`src/rtl/ibex_dbus_arb.sv`:
```
// Two-port data-bus arbiter: the core LSU (port 0) and debug SBA (port 1) share one bus.
// Responses are routed back in grant order through a small owner FIFO.
module ibex_dbus_arb #(
    parameter int unsigned MaxOutstanding = 2
) (
    input  logic        clk_i,
    input  logic        rst_ni,

    input  logic        lsu_req_i,
    input  logic        lsu_we_i,
    input  logic [3:0]  lsu_be_i,
    input  logic [31:0] lsu_addr_i,
    input  logic [31:0] lsu_wdata_i,
    output logic        lsu_gnt_o,
    output logic        lsu_rvalid_o,
    output logic        lsu_err_o,
    output logic [31:0] lsu_rdata_o,

    input  logic        sba_req_i,
    input  logic        sba_we_i,
    input  logic [3:0]  sba_be_i,
    input  logic [31:0] sba_addr_i,
    input  logic [31:0] sba_wdata_i,
    output logic        sba_gnt_o,
    output logic        sba_rvalid_o,
    output logic        sba_err_o,
    output logic [31:0] sba_rdata_o,

    output logic        data_req_o,
    output logic        data_we_o,
    output logic [3:0]  data_be_o,
    output logic [31:0] data_addr_o,
    output logic [31:0] data_wdata_o,
    input  logic        data_gnt_i,
    input  logic        data_rvalid_i,
    input  logic        data_err_i,
    input  logic [31:0] data_rdata_i,

    output logic        unexpected_rsp_o
);

    localparam int unsigned     PtrW    = (MaxOutstanding > 1) ? $clog2(MaxOutstanding) : 1;
    localparam logic [2:0]      MaxCnt  = 3'(MaxOutstanding);
    localparam logic [PtrW-1:0] LastPtr = PtrW'(MaxOutstanding - 1);

    logic [2:0]      count_q;
    logic [PtrW-1:0] wr_ptr_q;
    logic [PtrW-1:0] rd_ptr_q;
    logic            owner_q [MaxOutstanding];
    logic            lock_q;
    logic            lock_port_q;
    logic            last_gnt_q;
    logic            unexp_q;

    logic            sel;
    logic            push;
    logic            pop;
    logic            head_owner;

    function automatic logic [PtrW-1:0] ptr_inc(input logic [PtrW-1:0] p);
        return (p == LastPtr) ? '0 : p + 1'b1;
    endfunction

    // A locked port keeps the bus only while it still requests; a dropped request re-arbitrates.
    always_comb begin
        sel = sba_req_i;
        if (lock_q && (lock_port_q ? sba_req_i : lsu_req_i)) begin
            sel = lock_port_q;
        end else if (lsu_req_i && sba_req_i) begin
            sel = ~last_gnt_q;
        end
    end

    assign data_req_o = rst_ni & (lsu_req_i | sba_req_i) & (count_q < MaxCnt);
    assign push       = data_req_o & data_gnt_i;
    assign pop        = data_rvalid_i & (count_q != 3'd0);
    assign head_owner = owner_q[rd_ptr_q];

    always_comb begin
        data_we_o    = 1'b0;
        data_be_o    = 4'h0;
        data_addr_o  = 32'h0;
        data_wdata_o = 32'h0;
        if (data_req_o) begin
            data_we_o    = sel ? sba_we_i    : lsu_we_i;
            data_be_o    = sel ? sba_be_i    : lsu_be_i;
            data_addr_o  = sel ? sba_addr_i  : lsu_addr_i;
            data_wdata_o = sel ? sba_wdata_i : lsu_wdata_i;
        end
    end

    assign lsu_gnt_o    = push & ~sel;
    assign sba_gnt_o    = push & sel;
    assign lsu_rvalid_o = pop & ~head_owner;
    assign sba_rvalid_o = pop & head_owner;
    assign lsu_err_o    = lsu_rvalid_o & data_err_i;
    assign sba_err_o    = sba_rvalid_o & data_err_i;
    assign lsu_rdata_o  = lsu_rvalid_o ? data_rdata_i : 32'h0;
    assign sba_rdata_o  = sba_rvalid_o ? data_rdata_i : 32'h0;

    assign unexpected_rsp_o = unexp_q;

    always_ff @(posedge clk_i or negedge rst_ni) begin
        if (!rst_ni) begin
            count_q     <= 3'd0;
            wr_ptr_q    <= '0;
            rd_ptr_q    <= '0;
            lock_q      <= 1'b0;
            lock_port_q <= 1'b0;
            last_gnt_q  <= 1'b1;
            unexp_q     <= 1'b0;
            for (int i = 0; i < int'(MaxOutstanding); i++) begin
                owner_q[i] <= 1'b0;
            end
        end else begin
            if (push) begin
                owner_q[wr_ptr_q] <= sel;
                wr_ptr_q          <= ptr_inc(wr_ptr_q);
                last_gnt_q        <= sel;
            end
            if (pop) begin
                rd_ptr_q <= ptr_inc(rd_ptr_q);
            end
            case ({push, pop})
                2'b10:   count_q <= count_q + 3'd1;
                2'b01:   count_q <= count_q - 3'd1;
                default: count_q <= count_q;
            endcase
            if (data_req_o && !data_gnt_i) begin
                lock_q      <= 1'b1;
                lock_port_q <= sel;
            end else begin
                lock_q <= 1'b0;
            end
            if (data_rvalid_i && (count_q == 3'd0)) begin
                unexp_q <= 1'b1;
            end
        end
    end

endmodule

```
`config.mk`:
```
export PLATFORM = sky130hd
export DESIGN_NAME = ibex_dbus_arb
export DESIGN_NICKNAME = d
export VERILOG_FILES = /design/src/rtl/ibex_dbus_arb.sv
export SDC_FILE = /design/constraint.sdc
export NUM_CORES = 1
export LEC_CHECK = 0
export ABC_AREA = 1
export ABC_CLOCK_PERIOD_IN_PS = 5170
export CAP_MARGIN = 20
export CORE_AREA = 5 5 119 121
export DETAILED_ROUTE_END_ITERATION = 12
export DIE_AREA = 0 0 124 126
export DONT_BUFFER_PORTS = 1
export PLACE_DENSITY = 0.38
export SETUP_SLACK_MARGIN = 0.2
export SLEW_MARGIN = 20
export SYNTH_ARGS = -nofsm -noshare
export SYNTH_HDL_FRONTEND = slang
export SYNTH_SLANG_ARGS = --single-unit
export TNS_END_PERCENT = 10
```
`constraint.sdc`:
```
create_clock -name clk_i -period 5.17 [get_ports clk_i]
set_input_delay 0.517 -clock clk_i [delete_from_list [all_inputs] [get_ports clk_i]]
set_output_delay 0.517 -clock clk_i [all_outputs]
set_load 0.005 [all_outputs]
```
==> flow_metrics.py, run 1 <==
metrics = {
    "outcome": {
        "status": "completed",
    },
    "cells_and_area": {
        "final_nets": 705,
        "flow.area_growth_from_synthesis_pct": 3.41,
        "antenna_cells_inserted": 0,
        "layout-drive-gt1-share_pct": 3.62,
        "final_common_cell": "sky130_fd_sc_hd__nor2_1",
        "ff_latch_area_sq_um": 277,
        "final.fill_count": 1560,
        "mostFrequentLayoutCells": "sky130_fd_sc_hd__nor2_1, sky130_fd_sc_hd__inv_1, sky130_fd_sc_hd__nand2_1, sky130_fd_sc_hd__nand3_1, sky130_fd_sc_hd__dfrtp_1",
        "multi_input_area_sq_um": 1670,
    },
    "power": {
        "power.static_leakage_nw": 1.55,
        "peakVddDrop_mv": 0.105,
        "power_density_nw_per_um2": 335,
    },
    "detailed_routing": {
        "wl_met1_mm": 3.86,
        "vias_per_cell": 4.38,
        "drtPass1Iterations": 4,
        "detail_route.drc_violations": 0,
        "met3WireLength_um": 753,
        "ant_nets": 0,
        "first_iter_violations": 138,
        "dr_wl_met2_mm": 4.71,
        "top_signal_layer_used": "met4",
        "finalWirelength_mm": 9.43,
        "wl_per_cell_um": 13.4,
        "routed_via_count": 3072,
    },
    "timing": {
        "layout_min_cycle_time_ns": 2.68,
        "totalNegativeSetupSlack_ns": 0,
        "finalCritPeriodShare_pct": 51.8,
        "worst_pin_slew_ns": 0.938,
        "slew_headroom_pct": 37.5,
        "timing.fmax_mhz": 374,
        "timing.clock.skew_ns": 0.00144,
        "final-hold-violation-count": 0,
        "timing_max_transition_violations_final": 0,
        "finalSetupViolations": 0,
        "hold_slack_ns": 0.123,
        "rsz0062_at_grt": "false",
    },
    "die": {
        "num_rows": 42,
        "initial_cell_density_of_the_core_pct": 20.1,
        "top_level_ports": 318,
        "die_x_um": 124,
        "fp.dieArea_sq_um": 15600,
        "core_area_sq_um": 13000,
        "dieHeight_um": 126,
    },
    "setup_path": {
        "worst_ep_required_time_ns": 4.65,
        "worst-path-max-fanout": 49,
        "arrival_ns": 2.16,
        "criticalPathCategory": "reg -> out",
        "endpoint_kind": "output port",
        "startpoint_type": "register",
    },
    "global_routing": {
        "grtUsageTotal_pct": 10.5,
        "number_of_antenna_violations_at_the_first_check_in_global_routing": 0,
        "grt_pass1_wl_mm": 13.8,
        "first_global_vias": 2845,
        "grt_start_max_net_pins": 74,
        "gr-total-overflow": 0,
    },
    "yosys": {
        "yosys-top-cells-area": "sky130_fd_sc_hd__nor2_1, sky130_fd_sc_hd__inv_1, sky130_fd_sc_hd__nand3_1",
        "postSynthCellCount": 553,
        "synthesis.yosys.warnings": 0,
        "mappedNetlistNets": 732,
        "synth.avg_cell_area_sq_um": 4.72,
        "share_of_the_synthesized_area_in_the_top_cell_type_pct": 30.4,
        "synth_top_area_cell": "sky130_fd_sc_hd__nor2_1",
        "flop_and_latch_count_out_of_synthesis": 11,
        "post_synth_num_cell_types": 27,
        "synth.cell_area_sq_um": 2610,
        "sequential_share_of_the_synthesized_area_pct": 10.6,
    },
    "clocking": {
        "htreeDepth": 1,
        "tritoncts": "done",
        "clock-sinks": 11,
        "worst_skew_pair.late_latency_ns": 0.24,
        "tritoncts.num_buffers": 3,
        "worst_setup_hold_path_clk_slew_ns": 0.04,
        "cts_buffer_depth": 2,
        "cts_root_buffer": "sky130_fd_sc_hd__clkbuf_16",
    },
    "placed_design": {
        "io_buffer_count": 0,
        "place_congestion": 0.802,
        "detailed_place_hpwl_mm": 7.65,
    },
    "flow_run": {
        "max_cap_viol_count": 0,
    },
    "worst_hold_path": {
        "worstHoldPathType": "in -> async",
    },
}
[metrics by stage]
step                setup WS, ns  cells  area, sq um  total power, mW  util (%)
floorplan                   2.91    553         2610            0.723         -
global placement            2.60    696         2610            0.764      20.1
detailed placement          2.47    696         2610            0.773      20.1
CTS                         2.36    701         2700            0.920      20.8
global route                2.17    701         2700             1.02      20.8
finish                      2.49    701         2700            0.903      20.8
[layer usage]
metal / up-vias / track usage, %
li1: 1541 / -
met1: 1360 / 13.1
met5: - / 0
met4: 0 / 2.00
met3: 8 / 1.66
met2: 163 / 19.0
[flip-flops by register name, indices dropped and copies added, names as in the netlist]
signal and count:
wr_ptr_q 1, rd_ptr_q 1, count_q 3, unexpected_rsp_o 1
last_gnt_q 1, lock_port_q 1, owner_q 2, lock_q 1
[area by class of cell]
| class | count | share of cell area, % |
|---|---|---|
| Multi-Input combinational cell | 392 | 61.7 |
| Sequential cell | 11 | 10.3 |
| Tap cell | 176 | 8.16 |
| Timing Repair Buffer | 3 | 0.928 |
| Inverter | 115 | 16.0 |
| Clock buffer | 4 | 2.92 |
[Yosys cell counts]
library cell,instances
sky130_fd_sc_hd__a21oi_1,1
sky130_fd_sc_hd__a31o_2,1
sky130_fd_sc_hd__buf_1,2
sky130_fd_sc_hd__buf_2,11
sky130_fd_sc_hd__buf_4,4
sky130_fd_sc_hd__buf_6,10
sky130_fd_sc_hd__clkbuf_1,8
sky130_fd_sc_hd__dfrtp_1,10
sky130_fd_sc_hd__dfstp_2,1
sky130_fd_sc_hd__fa_1,1
sky130_fd_sc_hd__ha_1,1
sky130_fd_sc_hd__inv_1,113
sky130_fd_sc_hd__inv_2,2
sky130_fd_sc_hd__nand2_1,85
sky130_fd_sc_hd__nand2_2,3
sky130_fd_sc_hd__nand3_1,74
sky130_fd_sc_hd__nand3_2,1
sky130_fd_sc_hd__nor2_1,211
sky130_fd_sc_hd__nor2_2,3
sky130_fd_sc_hd__nor2_4,1
sky130_fd_sc_hd__nor2_8,1
sky130_fd_sc_hd__nor3_1,1
sky130_fd_sc_hd__o21ai_0,3
sky130_fd_sc_hd__or2_0,1
sky130_fd_sc_hd__or2_2,1
sky130_fd_sc_hd__xnor2_1,2
sky130_fd_sc_hd__xor2_1,1
[kinds of logic (layout without fill, tap and decap cells)]
logic type | after synthesis | after routing | synth area share [%]
simple gates | 382 | 382 | 60.5
buf+inv | 150 | 122 | 25.6
flops | 11 | 11 | 10.6
compound gates | 5 | 5 | 1.10
xor+xnor | 3 | 3 | 1.01
fa+ha+maj | 2 | 2 | 1.25
[worst max-delay path: stages, from the launching register on]
cell and delay, ns:
sky130_fd_sc_hd__dfrtp_1 0.35, sky130_fd_sc_hd__nand2_1 0.09, sky130_fd_sc_hd__nand2_1 0.06, sky130_fd_sc_hd__nor2_1 0.06
sky130_fd_sc_hd__nor2_4 0.50, sky130_fd_sc_hd__buf_4 0.51, sky130_fd_sc_hd__nor2_1 0.08, sky130_fd_sc_hd__nor2_1 0.24
[report_power, final]
group	internal [mW]	total, mW	leakage, nW	switching (mW)
registers	0.127	0.154	0.132	0.0272
clock network	0.104	0.142	0.0382	0.0381
logic	0.167	0.607	1.38	0.440
total	0.398	0.903	1.55	0.505
[path summary, 6_finish.rpt]
check	end	slack (ns)	cells after the start	from
max in group asynchronous	owner_q[1]	4.17	1	rst_ni
min in group clk_i	lock_q	0.36	1	data_gnt_i
min reg2reg	owner_q[0]	0.47	2	owner_q[0]
max	data_wdata_o[16]	2.49	7	lock_q
max reg2reg	count_q[1]	2.57	8	count_q[2]
min	last_gnt_q	0.12	0	rst_ni
[repair_timing]
| action | CTS | global route |
|---|---|---|
| buffers inserted | 0 | 0 |
| endpoints found under the hold margin | 10 | 0 |
| hold buffers | 1 | 0 |
| resized for setup | 0 | 0 |
Power figures use the tool's default switching activity.
==> run 2: changes to the inputs <==
ABC_AREA = 0   (was 1)
ABC_CLOCK_PERIOD_IN_PS = 2590   (was 5170)
CORE_AREA = 5 5 121 123   (was 5 5 119 121)
DIE_AREA = 0 0 126 128   (was 0 0 124 126)
PLACE_DENSITY = 0.32   (was 0.38)
clock period = 2.59 ns   (was 5.17 ns; I/O delays follow)
==> run 2 against run 1 <==
Net effect: clock skew up 0.0040 ns; setup slack worse by 2.1 ns; utilization down 4.3 points; critical path depth down 2; clock-buffer cell count down 1; highest routed layer unchanged; die area up 3.2%; combinational power up 78%.
==> flow_metrics.py, run 2 <==
metrics = {
    "detailed_routing": {
        "detail_route.drc_violations": 0,
        "routed_via_count": 2264,
        "first_iter_violations": 80,
        "wl_per_cell_um": 20.8,
        "ant_nets": 0,
        "vias_per_cell": 5.05,
        "finalWirelength_mm": 9.33,
        "drtPass1Iterations": 4,
    },
    "cells_and_area": {
        "largest_register": "count_q",
        "final_common_cell": "sky130_fd_sc_hd__nor2_1",
        "post-route-util_pct": 16.5,
        "largest_register_ff_count": 3,
        "layout-drive-gt1-share_pct": 6.72,
        "flow.area_growth_from_synthesis_pct": 12.2,
        "antenna_cells_inserted": 0,
        "final_nets": 448,
        "mostFrequentLayoutCells": "sky130_fd_sc_hd__nor2_1, sky130_fd_sc_hd__a32oi_1, sky130_fd_sc_hd__and2_1, sky130_fd_sc_hd__dfrtp_1, sky130_fd_sc_hd__inv_1",
        "final_cells": 448,
        "final.fill_count": 1562,
        "ff_latch_area_sq_um": 277,
        "largestRegisters": "count_q: 3 flops, owner_q: 2 flops",
        "post_route_standard_cell_area_excluding_fillers_sq_um": 2240,
        "multi_input_area_sq_um": 1560,
    },
    "global_routing": {
        "first_global_vias": 2133,
        "grtUsageTotal_pct": 9.90,
        "gr-total-overflow": 0,
        "grt_pass1_wl_mm": 12.7,
        "number_of_antenna_violations_at_the_first_check_in_global_routing": 0,
        "grt_start_max_net_pins": 74,
    },
    "die": {
        "initial_cell_density_of_the_core_pct": 14.7,
        "core_area_sq_um": 13600,
        "fp.dieArea_sq_um": 16100,
        "top_level_ports": 318,
        "die_x_um": 126,
        "num_rows": 43,
        "dieHeight_um": 128,
    },
    "yosys": {
        "async_flop_share_pct": 100,
        "postSynthCellCount": 295,
        "share_of_the_synthesized_area_in_the_top_cell_type_pct": 30.3,
        "synth.cell_area_sq_um": 1990,
        "post_synth_most_frequent_cells": "sky130_fd_sc_hd__nor2_1, sky130_fd_sc_hd__a32oi_1, sky130_fd_sc_hd__and2_1",
        "synth.most_common_cell": "sky130_fd_sc_hd__nor2_1",
        "synth-edff-count": 0,
        "post_synth_num_cell_types": 28,
        "sequential_share_of_the_synthesized_area_pct": 13.9,
        "yosys-top-cells-area": "sky130_fd_sc_hd__a32oi_1, sky130_fd_sc_hd__and2_1, sky130_fd_sc_hd__nor2_1",
        "synth_ff_type": "sky130_fd_sc_hd__dfrtp_1",
        "synth.avg_cell_area_sq_um": 6.76,
        "flop_and_latch_count_out_of_synthesis": 11,
        "synthesis.yosys.warnings": 0,
        "mappedNetlistNets": 474,
        "synth_top_area_cell": "sky130_fd_sc_hd__a32oi_1",
    },
    "setup_path": {
        "endpoint_kind": "output port",
        "worst-path-max-fanout": 45,
        "critPathMaxStageDelay_ns": 0.52,
        "worst_ep_required_time_ns": 2.33,
        "crit_family": "compound AO/OA/AOI/OAI gates",
        "critical-path-slowest-cell": "sky130_fd_sc_hd__dfstp_2",
        "arrival_ns": 1.98,
        "critical_path_buf_inv_count": 1,
        "series_of_cell_instances_along_the_critical_path": "nand2b_1 -> a21o_2 -> buf_12 -> a32oi_1 -> nor2_1",
        "startpoint_type": "register",
        "criticalPathCategory": "reg -> out",
    },
    "timing": {
        "totalNegativeSetupSlack_ns": 0,
        "finalSetupViolations": 0,
        "timing_max_transition_violations_final": 0,
        "hold_slack_ns": 0.104,
        "postLayoutSetupSlackWorst_ns": 0.351,
        "timing.clock.skew_ns": 0.00539,
        "finalCritPeriodShare_pct": 86.5,
        "rsz0062_at_grt": "false",
        "slew_headroom_pct": 51.9,
        "final-hold-violation-count": 0,
        "timing.fmax_mhz": 447,
        "worst_pin_slew_ns": 0.721,
        "layout_min_cycle_time_ns": 2.24,
    },
    "clocking": {
        "cts_root_buffer": "sky130_fd_sc_hd__clkbuf_16",
        "htreeDepth": 1,
        "cts_setup_buffers": 0,
        "clock-sinks": 11,
        "worst_skew_pair.late_latency_ns": 0.24,
        "tritoncts.num_buffers": 3,
        "cts_buffer_depth": 2,
        "worst_setup_hold_path_clk_slew_ns": 0.04,
        "tritoncts": "done",
    },
    "power": {
        "power.static_leakage_nw": 0.719,
        "totalPowerFinal_mw": 1.69,
        "power_density_nw_per_um2": 755,
        "peakVddDrop_mv": 0.322,
    },
    "placed_design": {
        "place_congestion": 0.686,
        "placed_cell_area_sq_um": 2140,
        "preCtsSetupSlack_ns": 0.381,
        "detailed_place_hpwl_mm": 7.61,
        "io_buffer_count": 0,
        "number_of_cells_after_detailed_placement": 443,
    },
    "flow_run": {
        "max_cap_viol_count": 0,
    },
    "worst_hold_path": {
        "worstHoldPathType": "in -> reg",
    },
    "outcome": {
        "status": "completed",
    },
}
-- run 2: cell types whose count changed in the layout (fill, tap and decap cells not counted), sizes merged, moves of 66 or more --
cell	previous run	this run
a32oi	0	69
nand3	75	0
nor2	216	75
nand2	88	2
and2	0	66
inv	115	8
-- run 2: final timing paths --
path	depth (start not counted)	startpoint	endpoint	slack, ns
worst max-delay path	5	last_gnt_q	data_wdata_o[5]	0.35
worst min-delay path	1	data_gnt_i	lock_q	0.10
worst max register to register	8	count_q[2]	count_q[2]	0.39
worst min register to register	2	last_gnt_q	last_gnt_q	0.48
max in group asynchronous	1	rst_ni	last_gnt_q	1.79
min in group asynchronous	1	rst_ni	count_q[1]	0.44
-- run 2: cell type report --
| cell class | count | area share [%] |
|---|---|---|
| clock buffers | 3 | 3.36 |
| clock inverters | 1 | 0.224 |
| inverters | 8 | 1.34 |
| multi-input cells | 238 | 69.6 |
| flip-flops and latches | 11 | 12.4 |
| well taps | 180 | 10.1 |
| repair buffers | 7 | 3.02 |
-- run 2: power by group --
| part | switching (mW) | internal, mW | total (mW) | leakage [nW] |
|---|---|---|---|---|
| Sequential | 0.0653 | 0.259 | 0.324 | 0.128 |
| Combinational | 0.675 | 0.407 | 1.08 | 0.550 |
| Clock | 0.0784 | 0.205 | 0.283 | 0.0409 |
-- run 2: layer usage --
layer / global-route usage (%) / part of all wire [%]
met1: 10.8 / 35
met2: 19.6 / 55
met3: 2.17 / 9.8
met4: 1.70 / 0.61
met5: 0 / 0
-- run 2: cell families after synthesis --
logic type,count (synthesis),synth area share [%]
multiplexers,3,1.51
AO/OA/AOI/OAI,77,33.4
adder cells (fa/ha/maj),2,1.63
XOR/XNOR,5,2.20
buffers and inverters,46,9.22
flip-flops,11,13.9
AND/OR/NAND/NOR,151,38.2
-- run 2: timing repair --
item | CTS | global route
endpoints found under the setup margin | 0 | 33
gates resized for setup | 0 | 1
hold buffers | 1 | 0
hold endpoints to repair | 11 | 0
==> run 3: changes to the inputs <==
CORE_AREA = 5 5 120 122   (was 5 5 121 123)
DIE_AREA = 0 0 125 127   (was 0 0 126 128)
PLACE_DENSITY = 0.33   (was 0.32)
==> run 3 against run 2 <==
Net effect: critical path type is now reg -> reg; sequential share of layout area up 0.070 points; clock-buffer cell count up 1; non-clock buffer count unchanged; critical path depth up 3; largest power group unchanged; critical endpoint is now count_q[2]; clock power about the same; hold slack better by 0.0031 ns; cell count down 0.89%.
==> flow_metrics.py, run 3 (synthesis gave the netlist of run 2 again) <==
metrics = {
    "global_routing": {
        "grtUsageTotal_pct": 10.7,
        "first_global_vias": 2230,
        "gr-total-overflow": 0,
        "number_of_antenna_violations_at_the_first_check_in_global_routing": 0,
        "grt_pass1_wl_mm": 13.7,
        "grt_start_max_net_pins": 74,
    },
    "detailed_routing": {
        "vias_per_cell": 5.01,
        "wl_per_cell_um": 21.8,
        "routed_via_count": 2226,
        "finalWirelength_mm": 9.66,
        "drtPass1Iterations": 4,
        "met3WireLength_um": 949,
        "wl_met1_mm": 3.42,
        "first_iter_violations": 97,
        "detail_route.drc_violations": 0,
        "ant_nets": 0,
        "dr_wl_met2_mm": 5.15,
        "top_signal_layer_used": "met4",
    },
    "cells_and_area": {
        "final_common_cell": "sky130_fd_sc_hd__nor2_1",
        "antenna_cells_inserted": 0,
        "post-route-util_pct": 17.0,
        "layout-drive-gt1-share_pct": 6.34,
        "largest_register_ff_count": 3,
        "final.fill_count": 1482,
        "largestRegisters": "count_q: 3 flops, owner_q: 2 flops",
        "largest_register": "count_q",
        "flow.area_growth_from_synthesis_pct": 11.5,
        "mostFrequentLayoutCells": "sky130_fd_sc_hd__nor2_1, sky130_fd_sc_hd__a32oi_1, sky130_fd_sc_hd__and2_1, sky130_fd_sc_hd__dfrtp_1, sky130_fd_sc_hd__inv_1",
        "post_route_standard_cell_area_excluding_fillers_sq_um": 2220,
        "final_nets": 448,
    },
    "outcome": {
        "status": "completed",
    },
    "worst_hold_path": {
        "cell_count_of_the_worst_hold_path": 1,
        "start_point_of_the_worst_hold_path": "data_gnt_i",
        "whs_endpoint": "lock_q",
        "worstHoldPathType": "in -> reg",
    },
    "timing": {
        "timing.fmax_mhz": 452,
        "rsz0062_at_grt": "false",
        "timing_max_transition_violations_final": 0,
        "finalCritPeriodShare_pct": 85.4,
        "finalSetupViolations": 0,
        "final-hold-violation-count": 0,
        "timing.clock.skew_ns": 0.00183,
        "layout_min_cycle_time_ns": 2.21,
        "slew_headroom_pct": 53.3,
        "worst_pin_slew_ns": 0.700,
        "totalNegativeSetupSlack_ns": 0,
    },
    "setup_path": {
        "arrival_ns": 2.33,
        "series_of_cell_instances_along_the_critical_path": "or3b_2 -> or3b_1 -> ha_1 -> inv_1 -> fa_1 -> xor2_1 -> nor2_1 -> xor2_1",
        "r2r.worst_path.cells": 8,
        "critical_path.most_common_cell": "sky130_fd_sc_hd__xor2_1",
        "ff2ff_setup_slack_ns": 0.38,
        "worst-path-max-fanout": 3,
        "worstReg2RegEnd": "count_q[2]",
        "critical-path-slowest-cell": "sky130_fd_sc_hd__or3b_2",
        "timing.critical_path.from": "count_q[2]",
        "critPathMaxStageDelay_ns": 0.49,
        "startpoint_type": "register",
        "endpoint_kind": "register",
        "timing.rr.start": "count_q[2]",
        "worst_ep_required_time_ns": 2.71,
        "criticalPathCategory": "reg -> reg",
    },
    "power": {
        "power.static_leakage_nw": 0.711,
        "peakVddDrop_mv": 0.366,
        "power_density_nw_per_um2": 757,
        "totalPowerFinal_mw": 1.68,
    },
    "die": {
        "core_area_sq_um": 13100,
        "dieHeight_um": 127,
        "top_level_ports": 318,
        "num_rows": 42,
        "fp.dieArea_sq_um": 15900,
        "die_x_um": 125,
        "initial_cell_density_of_the_core_pct": 15.2,
    },
    "clocking": {
        "tritoncts": "done",
        "cts_setup_buffers": 0,
        "clock-sinks": 11,
        "worst_setup_hold_path_clk_slew_ns": 0.04,
        "worst_skew_pair.late_latency_ns": 0.24,
        "cts_root_buffer": "sky130_fd_sc_hd__clkbuf_16",
        "cts_buffer_depth": 2,
        "htreeDepth": 1,
        "tritoncts.num_buffers": 3,
    },
    "flow_run": {
        "max_cap_viol_count": 0,
    },
    "placed_design": {
        "detailed_place_hpwl_mm": 7.93,
        "placed_cell_area_sq_um": 2120,
        "place_congestion": 0.751,
        "io_buffer_count": 0,
    },
}
-- run 3: cell types whose count changed in the layout (fill, tap and decap cells not counted) --
cell,delta
sky130_fd_sc_hd__clkinv_2,-1
sky130_fd_sc_hd__clkbuf_1,+1
sky130_fd_sc_hd__buf_4,+1
sky130_fd_sc_hd__a21o_2,-1
sky130_fd_sc_hd__a21o_4,+1
sky130_fd_sc_hd__buf_12,-1
-- run 3: worst max path at each step --
stage	end	slack (ns)	cells after the start
2_1_floorplan	count_q[2]	0.31	10
3_3_place_gp	count_q[2]	0.40	8
3_5_place_dp	count_q[2]	0.39	8
4_1_cts	data_addr_o[25]	0.21	5
5_1_grt	count_q[2]	0.26	8
6_report	count_q[2]	0.38	8
-- run 3: per-layer routing --
layer | global-route usage (%) | up-vias
li1 | - | 1013
met1 | 12.1 | 1026
met2 | 20.2 | 181
met3 | 2.71 | 6
met4 | 2.23 | 0
met5 | 0 | -
-- run 3: where the power goes --
group	internal [mW]	switching [mW]
Sequential	0.259	0.0612
Clock	0.207	0.0764
Combinational	0.399	0.681
-- run 3: critical path: cells and delay by family (launching register included) --
family	cells	cell delay, ns
AND/OR/NAND/NOR	3	0.94
buffers and inverters	1	0.08
flip-flops	1	0.39
XOR/XNOR	2	0.27
adder cells (fa/ha/maj)	2	0.40
-- run 3: area by class of cell --
class / count / area [sq um] / area share (%)
multi-input cells: 238 / 1560 / 70.3
repair buffers: 7 / 55.1 / 2.47
flip-flops and latches: 11 / 277 / 12.4
well taps: 176 / 220 / 9.90
clock buffers: 4 / 78.8 / 3.54
inverters: 8 / 30.0 / 1.35
-- run 3: timing repair --
| item | CTS | global route |
|---|---|---|
| hold buffers | 1 | 0 |
| setup endpoints to repair | 0 | 41 |
| gates resized for setup | 0 | 1 |
| hold endpoints to repair | 11 | 0 |
-- run 3: through the flow --
| stage | std cells | worst slack, ns | hold slack, ns |
|---|---|---|---|
| after global placement | 439 | 0.403 | -0.0361 |
| after global routing | 444 | 0.260 | 0.113 |
| after CTS | 444 | 0.210 | 0.104 |
| after floorplan | 295 | 0.305 | -0.0366 |
| final | 444 | 0.378 | 0.107 |
| after detailed placement | 439 | 0.391 | -0.0362 |
